--- config.mk ---
export PLATFORM = sky130hd
export DESIGN_NAME = pmem_arbiter
export DESIGN_NICKNAME = d
export VERILOG_FILES = /design/src/rtl/arbiter_types.sv /design/src/rtl/sat_counter.sv /design/src/rtl/pmem_arbiter.sv
export SDC_FILE = /design/constraint.sdc
export NUM_CORES = 1
export LEC_CHECK = 0
export ABC_AREA = 1
export BUFFER_PORTS_ARGS = -buffer_cell sky130_fd_sc_hd__buf_2
export CAP_MARGIN = 10
export CORE_AREA = 2 2 580 582
export DETAILED_ROUTE_END_ITERATION = 8
export DIE_AREA = 0 0 582 584
export PLACE_DENSITY_LB_ADDON = 0.12
export SLEW_MARGIN = 25
export SYNTH_ARGS = -nofsm -noshare
export SYNTH_HDL_FRONTEND = slang
export SYNTH_HIERARCHICAL = 1
export SYNTH_SLANG_ARGS = --single-unit
export TNS_END_PERCENT = 1
--- constraint.sdc ---
create_clock -name clk -period 2.1 [get_ports clk]
set_input_delay 0.42 -clock clk [delete_from_list [all_inputs] [get_ports clk]]
set_output_delay 0.42 -clock clk [all_outputs]
set_load 0.005 [all_outputs]
--- src/rtl/arbiter_types.sv ---
// Shared types for the physical-memory line-port arbiter.
// Imported by the arbiter top and its bench.
package arbiter_types;

    localparam int LINE_W   = 256;
    localparam int OFFSET_W = 5;

    typedef enum logic [1:0] {
        IDLE   = 2'd0,
        I_BUSY = 2'd1,
        D_BUSY = 2'd2
    } arb_state_t;

    typedef enum logic {
        REQ_I = 1'b0,
        REQ_D = 1'b1
    } requester_t;

endpackage

--- src/rtl/sat_counter.sv ---
// Saturating up-counter used for the arbiter performance counters.
// Holds at all-ones once reached.
module sat_counter #(
    parameter int W = 32
) (
    input  logic         clk,
    input  logic         rst_n,
    input  logic         inc,
    output logic [W-1:0] count
);

    logic [W-1:0] count_q;
    logic [W-1:0] count_d;

    always_comb begin
        count_d = count_q;
        if (inc && (count_q != {W{1'b1}})) begin
            count_d = count_q + 1'b1;
        end
    end

    always_ff @(posedge clk or negedge rst_n) begin
        if (!rst_n) begin
            count_q <= '0;
        end else begin
            count_q <= count_d;
        end
    end

    assign count = count_q;

endmodule

--- src/rtl/pmem_arbiter.sv ---
// Round-robin arbiter sharing one 256-bit pmem line port between
// the I-cache and D-cache, one whole line transaction at a time.
module pmem_arbiter
    import arbiter_types::*;
#(
    parameter int CNT_W = 32
) (
    input  logic              clk,
    input  logic              rst_n,
    input  logic              i_read,
    input  logic [31:0]       i_address,
    output logic [LINE_W-1:0] i_rdata,
    output logic              i_resp,
    input  logic              d_read,
    input  logic              d_write,
    input  logic [31:0]       d_address,
    input  logic [LINE_W-1:0] d_wdata,
    output logic [LINE_W-1:0] d_rdata,
    output logic              d_resp,
    output logic              pmem_read,
    output logic              pmem_write,
    output logic [31:0]       pmem_address,
    output logic [LINE_W-1:0] pmem_wdata,
    input  logic [LINE_W-1:0] pmem_rdata,
    input  logic              pmem_resp,
    output logic [CNT_W-1:0]  cnt_i_grant,
    output logic [CNT_W-1:0]  cnt_d_grant,
    output logic [CNT_W-1:0]  cnt_conflict
);

    arb_state_t        state_q, state_d;
    requester_t        last_q, last_d;
    logic              rd_q, rd_d;
    logic              wr_q, wr_d;
    logic [31:0]       addr_q, addr_d;
    logic [LINE_W-1:0] wdata_q, wdata_d;

    logic i_req;
    logic d_req;
    logic grant_i;
    logic grant_d;
    logic conflict;

    assign i_req = i_read;
    assign d_req = d_read | d_write;

    // Ties go to whoever did not win last; a lone requester always wins.
    assign grant_i = (state_q == IDLE) && i_req &&
                     (!d_req || (last_q == REQ_D));
    assign grant_d = (state_q == IDLE) && d_req && !grant_i;

    always_comb begin
        state_d  = state_q;
        last_d   = last_q;
        rd_d     = rd_q;
        wr_d     = wr_q;
        addr_d   = addr_q;
        wdata_d  = wdata_q;
        conflict = 1'b0;
        unique case (state_q)
            IDLE: begin
                conflict = i_req && d_req;
                unique case (1'b1)
                    grant_i: begin
                        state_d = I_BUSY;
                        last_d  = REQ_I;
                        rd_d    = 1'b1;
                        wr_d    = 1'b0;
                        addr_d  = {i_address[31:OFFSET_W],
                                   {OFFSET_W{1'b0}}};
                    end
                    grant_d: begin
                        state_d = D_BUSY;
                        last_d  = REQ_D;
                        rd_d    = d_read & ~d_write;
                        wr_d    = d_write;
                        addr_d  = {d_address[31:OFFSET_W],
                                   {OFFSET_W{1'b0}}};
                        if (d_write) begin
                            wdata_d = d_wdata;
                        end
                    end
                    default: ;
                endcase
            end
            I_BUSY: begin
                conflict = d_req;
                if (pmem_resp) begin
                    state_d = IDLE;
                    rd_d    = 1'b0;
                    wr_d    = 1'b0;
                end
            end
            D_BUSY: begin
                conflict = i_req;
                if (pmem_resp) begin
                    state_d = IDLE;
                    rd_d    = 1'b0;
                    wr_d    = 1'b0;
                end
            end
            default: begin
                state_d = IDLE;
                rd_d    = 1'b0;
                wr_d    = 1'b0;
            end
        endcase
    end

    always_ff @(posedge clk or negedge rst_n) begin
        if (!rst_n) begin
            state_q <= IDLE;
            last_q  <= REQ_D;
            rd_q    <= 1'b0;
            wr_q    <= 1'b0;
            addr_q  <= '0;
            wdata_q <= '0;
        end else begin
            state_q <= state_d;
            last_q  <= last_d;
            rd_q    <= rd_d;
            wr_q    <= wr_d;
            addr_q  <= addr_d;
            wdata_q <= wdata_d;
        end
    end

    assign pmem_read    = rd_q;
    assign pmem_write   = wr_q;
    assign pmem_address = addr_q;
    assign pmem_wdata   = wdata_q;

    assign i_resp  = (state_q == I_BUSY) && pmem_resp;
    assign d_resp  = (state_q == D_BUSY) && pmem_resp;
    assign i_rdata = i_resp ? pmem_rdata : '0;
    assign d_rdata = d_resp ? pmem_rdata : '0;

    sat_counter #(.W(CNT_W)) u_cnt_i (
        .clk   (clk),
        .rst_n (rst_n),
        .inc   (grant_i),
        .count (cnt_i_grant)
    );

    sat_counter #(.W(CNT_W)) u_cnt_d (
        .clk   (clk),
        .rst_n (rst_n),
        .inc   (grant_d),
        .count (cnt_d_grant)
    );

    sat_counter #(.W(CNT_W)) u_cnt_c (
        .clk   (clk),
        .rst_n (rst_n),
        .inc   (conflict),
        .count (cnt_conflict)
    );

endmodule

# After elaboration in Yosys (flattened, before gate mapping)
# Index checks and enable logic that the tools add are counted.
totals:
  input_bits: 582
  reg_bits: 389
  out_inout_bits: 900
classes:
  n_bitwise: 3
  eq_ne: 7
  addsub: 3
  n_reduce_logical: 19
  mux: 13
ops:
  columns: ["operator", "n"]
  rows:
  - ["$mux W256", 2]
  - ["$add A32 B1 Y32 const B", 3]
  - ["$ne A32 B32 Y1 const B", 3]
  - ["$pmux W32 S2", 1]
  - ["$logic_and A1 B1 Y1", 10]
  - ["$pmux W1 S2", 5]
  - ["$pmux W2 S2", 2]
  - ["$reduce_and A2 Y1", 2]
  - ["$ne A3 B2 Y1 const B", 1]
  - ["$pmux W1 S3", 1]
  - ["$reduce_and A3 Y1", 1]
  - ["$eq A2 B1 Y1 const B", 1]
  - ["$eq A2 B2 Y1 const B", 1]
  - ["$logic_not A1 Y1", 2]
  - ["$logic_not A2 Y1", 1]
  - ["$mux W2", 1]
  - ["$ne A2 B1 Y1 const B", 1]
  - ["$reduce_bool A2 Y1", 1]
  - ["$reduce_or A2 Y1", 1]
  - ["$and A1 B1 Y1", 1]
  - ["$logic_or A1 B1 Y1", 1]
  - ["$mux W1", 1]
  - ["$not A1 Y1", 1]
  - ["$or A1 B1 Y1", 1]

# Logic depth before layout (Yosys ltp)
depth:
  word_depth: 8
  ltp_mapped: 16

# Hierarchy
# Netlist, hierarchy kept.
by_module_without_submodules:
  columns: ["module", "seq_area_each_um2", "cells_each", "instances", "area_per_inst_um2"]
  rows:
  - ["pmem_arbiter", 7208.2, 2195, 1, 14966.9]
  - ["sat_counter at u_cnt_d ...", 800.8, 329, 2, 2140.8]
  - ["sat_counter at u_cnt_c", 800.8, 333, 1, 2190.9]

# Least setup slack after synthesis
# Ideal clock, no wire load.
synth_timing:
  kind: "register to register"
  start: "reg state_q[0]"
  end: "reg u_cnt_c.count_q[26], in the netlist u_cnt_c/count[26]"
  synth_period_minus_slack_ns: 2.326
  slack_ns: -0.226
  setup_ns: 0.117
  arrival_ns: 2.209
  stages_incl_launch_ff: 12
  required_ns: 1.983
  cell_sequence: "dfrtp_1 > inv_1 > ha_1 > nand3_1 > a21oi_1 > inv_1 > nor2_1 > nand2_1 > nor2_1 > nand3_1 > nand2_1 > nand2_1"
synth_between:
  elab_chain_cells: 3
synth_lines:
  columns: ["item", "line_no", "rtl"]
  rows:
  - ["start: declaration", "pmem_arbiter.sv:31", "arb_state_t state_q, state_d;"]
  - ["start signal: assignment", "pmem_arbiter.sv:119", "state_q <= state_d;"]
  - ["$eq A2 B2 Y1, or another cell as far along", "pmem_arbiter.sv:60", "unique case (state_q)"]
  - ["$pmux W1 S3 *", "pmem_arbiter.sv:60", null]
  - ["named net conflict", "pmem_arbiter.sv:42", "logic conflict;"]
  - ["$logic_and A1 B1 Y1 *", "sat_counter.sv:17", "if (inc && (count_q != {W{1'b1}})) begin"]
  - ["end signal: assignment", "sat_counter.sv:26", "count_q <= count_d;"]
  - ["end: declaration", "sat_counter.sv:12", "logic [W-1:0] count_q;"]
# The timed path passes the listed nets; every way through them passes the cells marked *.
# A chain may end at the register's enable or synchronous reset.

# Worst setup path after layout
layout_timing:
  start: "reg state_q[0]"
  end: "out i_rdata[172]"
layout_between:
  elab_chain_cells: 3
layout_lines:
  columns: ["item", "line_no", "rtl"]
  rows:
  - ["$eq A2 B1 Y1", "pmem_arbiter.sv:133", "assign i_resp = (state_q == I_BUSY) && pmem_resp;"]
  - ["$logic_and A1 B1 Y1", "pmem_arbiter.sv:133", null]
  - ["$mux W256", "pmem_arbiter.sv:135", "assign i_rdata = i_resp ? pmem_rdata : '0;"]
  - ["end: declaration", "pmem_arbiter.sv:12", "output logic [LINE_W-1:0] i_rdata,"]
# No other way between the ends.

==> impl_metrics.py <==
metrics = {
    "run_status": {
        "outcome": "complete, but fails checks",
        "violations": "negative setup slack",
    },
    "clocking": {
        "cts.htree.levels": 2,
        "cts_tree": "built",
        "cts_sinks": 384,
        "cts_root_buffer": "clkbuf_16",
        "clk_path_buf_depth": 3,
        "cts.reportedPaths.clkPinSlew_ps": 60,
        "insertion_delay_ps": 740,
        "cts_buffers": 59,
    },
    "floorplanning": {
        "io_pins": 1482,
        "die_x_um": 582,
        "rows": 212,
        "core_area_um2": 333000,
        "initial_utilization_pct": 6.44,
        "die-height_um": 584,
        "dieArea_um2": 340000,
    },
    "global_route": {
        "antenna_found_initial": 127,
        "grt_pass1_vias": 28300,
        "overflow": 0,
        "grt_pass1_wl_um": 289000,
        "grt_max_degree": 65,
        "grt_usage_pct": 12.9,
    },
    "synth": {
        "synth_edf_count": 0,
        "syn_area_um2": 21400,
        "synth_top_area_cell": "dfrtp_1",
        "syn_area_per_cell_um2": 6.73,
        "ys_seq_elements": 384,
        "yosysWarningCount": 6,
        "synth_cell_type_count": 34,
        "syn_inst": 3186,
        "async_reset_ff_share_pct": 100,
        "ys.flop_type": "dfrtp_1",
        "yosysSeqAreaShare_pct": 44.8,
        "synth_area_leaders": "dfrtp_1, nand2_1, nor2_1",
        "synth.top_cell.area_share_pct": 44.7,
    },
    "setup_path": {
        "crit_path_end_kind": "output port",
        "crit_fanout": 29,
        "rr_endpoint": "u_cnt_c/count[29]",
        "crit_arrival_ps": 2290,
        "worst_r2r_startpoint": "state_q[1]",
        "critPathRequiredTime_ps": 1680,
        "worstSetupStartpointType": "flip-flop",
        "cp-startpoint": "state_q[0]",
        "worstSetupPathType": "flip-flop to output port",
        "rr_worst_depth": 16,
        "rrSetupSlack_ps": -40,
    },
    "detailed_routing": {
        "drt_first_pass_iters": 5,
        "via_per_inst": 2.90,
        "via_count": 27800,
        "drt_iter0_markers": 1255,
        "avgRoutedWirePerCell_um": 23.7,
        "drt-total-wl_um": 227000,
        "antenna_left": 0,
        "drc": 0,
    },
    "sta": {
        "fin_crit_ps": 2710,
        "fmax_mhz": 369,
        "slew_violations": 0,
        "fin_skew_ps": 70.9,
        "hold_viol": 0,
        "worstMarginPinSlew_ps": 684,
        "fin_ws_ps": -609,
        "period_share_pct": 129,
        "finalSetupViolCount": 516,
        "fin_setup_tns_ps": -252320,
        "max_slew_margin_pct": 54.3,
        "rsz0062_at_grt": "true",
    },
    "placement": {
        "portBuffers": 1466,
        "routabilityCongestion": 0.938,
        "dp_hpwl_um": 200000,
        "pre_cts_slack_ps": -215,
    },
    "finish": {
        "final_common_cell": "buf_2",
        "layout_common_cells": "buf_2, nand2_1, inv_1",
        "area_growth_pct": 99.3,
        "nNetsFinal": 5696,
        "final_core_utilization_pct": 12.8,
        "drive_gt1_share_pct": 39.8,
    },
    "worst_hold_path": {
        "whs_endpoint": "pmem_wdata[231]",
        "hold_path_class": "primary input to flip-flop",
        "hold_start": "d_wdata[231]",
        "hold_depth": 3,
    },
    "pwr": {
        "p_leak_nw": 22.9,
        "powerDensity_nw_per_um2": 979,
        "ir_drop_mv": 0.688,
    },
    "job": {
        "drv_cap": 0,
    },
}
==> worst max path at each step <==
stage | endpoint | slack, ps | cells after the start
finish | i_rdata[172] | -610 | 8
global route | i_rdata[65] | -770 | 10
CTS | i_rdata[65] | -780 | 10
detailed placement | u_cnt_c/count[18] | -220 | 14
global placement | u_cnt_c/count[18] | -230 | 14
floorplan | u_cnt_i/count[26] | -40 | 15
==> Yosys cell counts, types with 8 or more instances <==
library cell and number:
buf_4 9, dfrtp_1 383, nor2_2 8, o21ai_0 145, nand3_1 130, o21ai_1 123, buf_2 66, clkbuf_1 59
inv_1 661, nand2_2 19, nor2_1 664, nand2_1 777, nor2_4 12, buf_6 9, nand4_1 32, nand3b_1 24
xnor2_1 21, ha_1 8
==> worst max-delay path, cell delays in order (launching register included) <==
cell	delay, ps
dfrtp_1	390
buf_6	140
ha_4	170
nand2_8	100
buf_16	180
buf_12	180
buf_16	200
nor2_1	70
buf_2	140
==> per-stage QoR <==
step,instance area (µm²),instances,hold slack (ps),total power (W)
3_5_place_dp,36200,9146,296,0.0299
5_1_grt,42600,9560,35.1,0.0452
4_1_cts,41900,9537,2.03,0.0430
3_3_place_gp,36200,9146,296,0.0300
2_1_floorplan,21500,3190,124,0.0179
6_report,42700,9591,76.4,0.0418
==> final cells by class <==
class                   count  area (µm²)
repair buffers           2003       13600
well taps                4387        5490
multi-input cells        1992        9270
inverters                 666        2500
diodes                     47         118
fillers                 39000      290000
clock inverters            20         379
clock buffers              92        1770
flip-flops and latches    384        9610
==> power breakdown <==
group	switching [W]	internal [W]
Sequential	0.00173	0.0102
Combinational	0.0115	0.00721
Clock	0.00449	0.00677
Total	0.0177	0.0242
==> logic make-up (layout without fill, tap and decap cells) <==
| family | count (synthesis) | count (layout) | share of synthesized area, % |
|---|---|---|---|
| simple gates | 1677 | 1677 | 31.9 |
| buf+inv | 814 | 2781 | 15.2 |
| flops | 384 | 384 | 44.8 |
| compound gates | 278 | 278 | 6.64 |
| xor+xnor | 24 | 24 | 0.980 |
| fa+ha+maj | 8 | 8 | 0.467 |
| other cells | 1 | 52 | 0.0175 |
==> flip-flops by register name, indices dropped and copies added, names as in the netlist <==
signal and cells:
pmem_wdata 256, u_cnt_c/count 32, u_cnt_d/count 32, u_cnt_i/count 32, pmem_address 27, state_q 2, last_q 1, pmem_read 1
pmem_write 1
==> what timing repair did <==
action / CTS / global route
gates resized for setup: 192 / 170
buffers inserted: 8 / 6
hold buffers: 265 / 0
endpoints found under the setup margin: 535 / 683
cloned: 6 / 3
pin swaps: 6 / 5
hold endpoints to repair: 477 / 0
==> metal layers <==
layer	part of all wire (%)	routed length [µm]	up-vias	global-route usage [%]
li1	-	-	13300	-
met1	44	101000	13000	16.6
met2	44	100000	1206	20.5
met3	9.7	22000	234	5.15
met4	1.6	3660	58	1.95
met5	0.17	391	-	0
No activity file was read; power rests on OpenSTA's default activity.
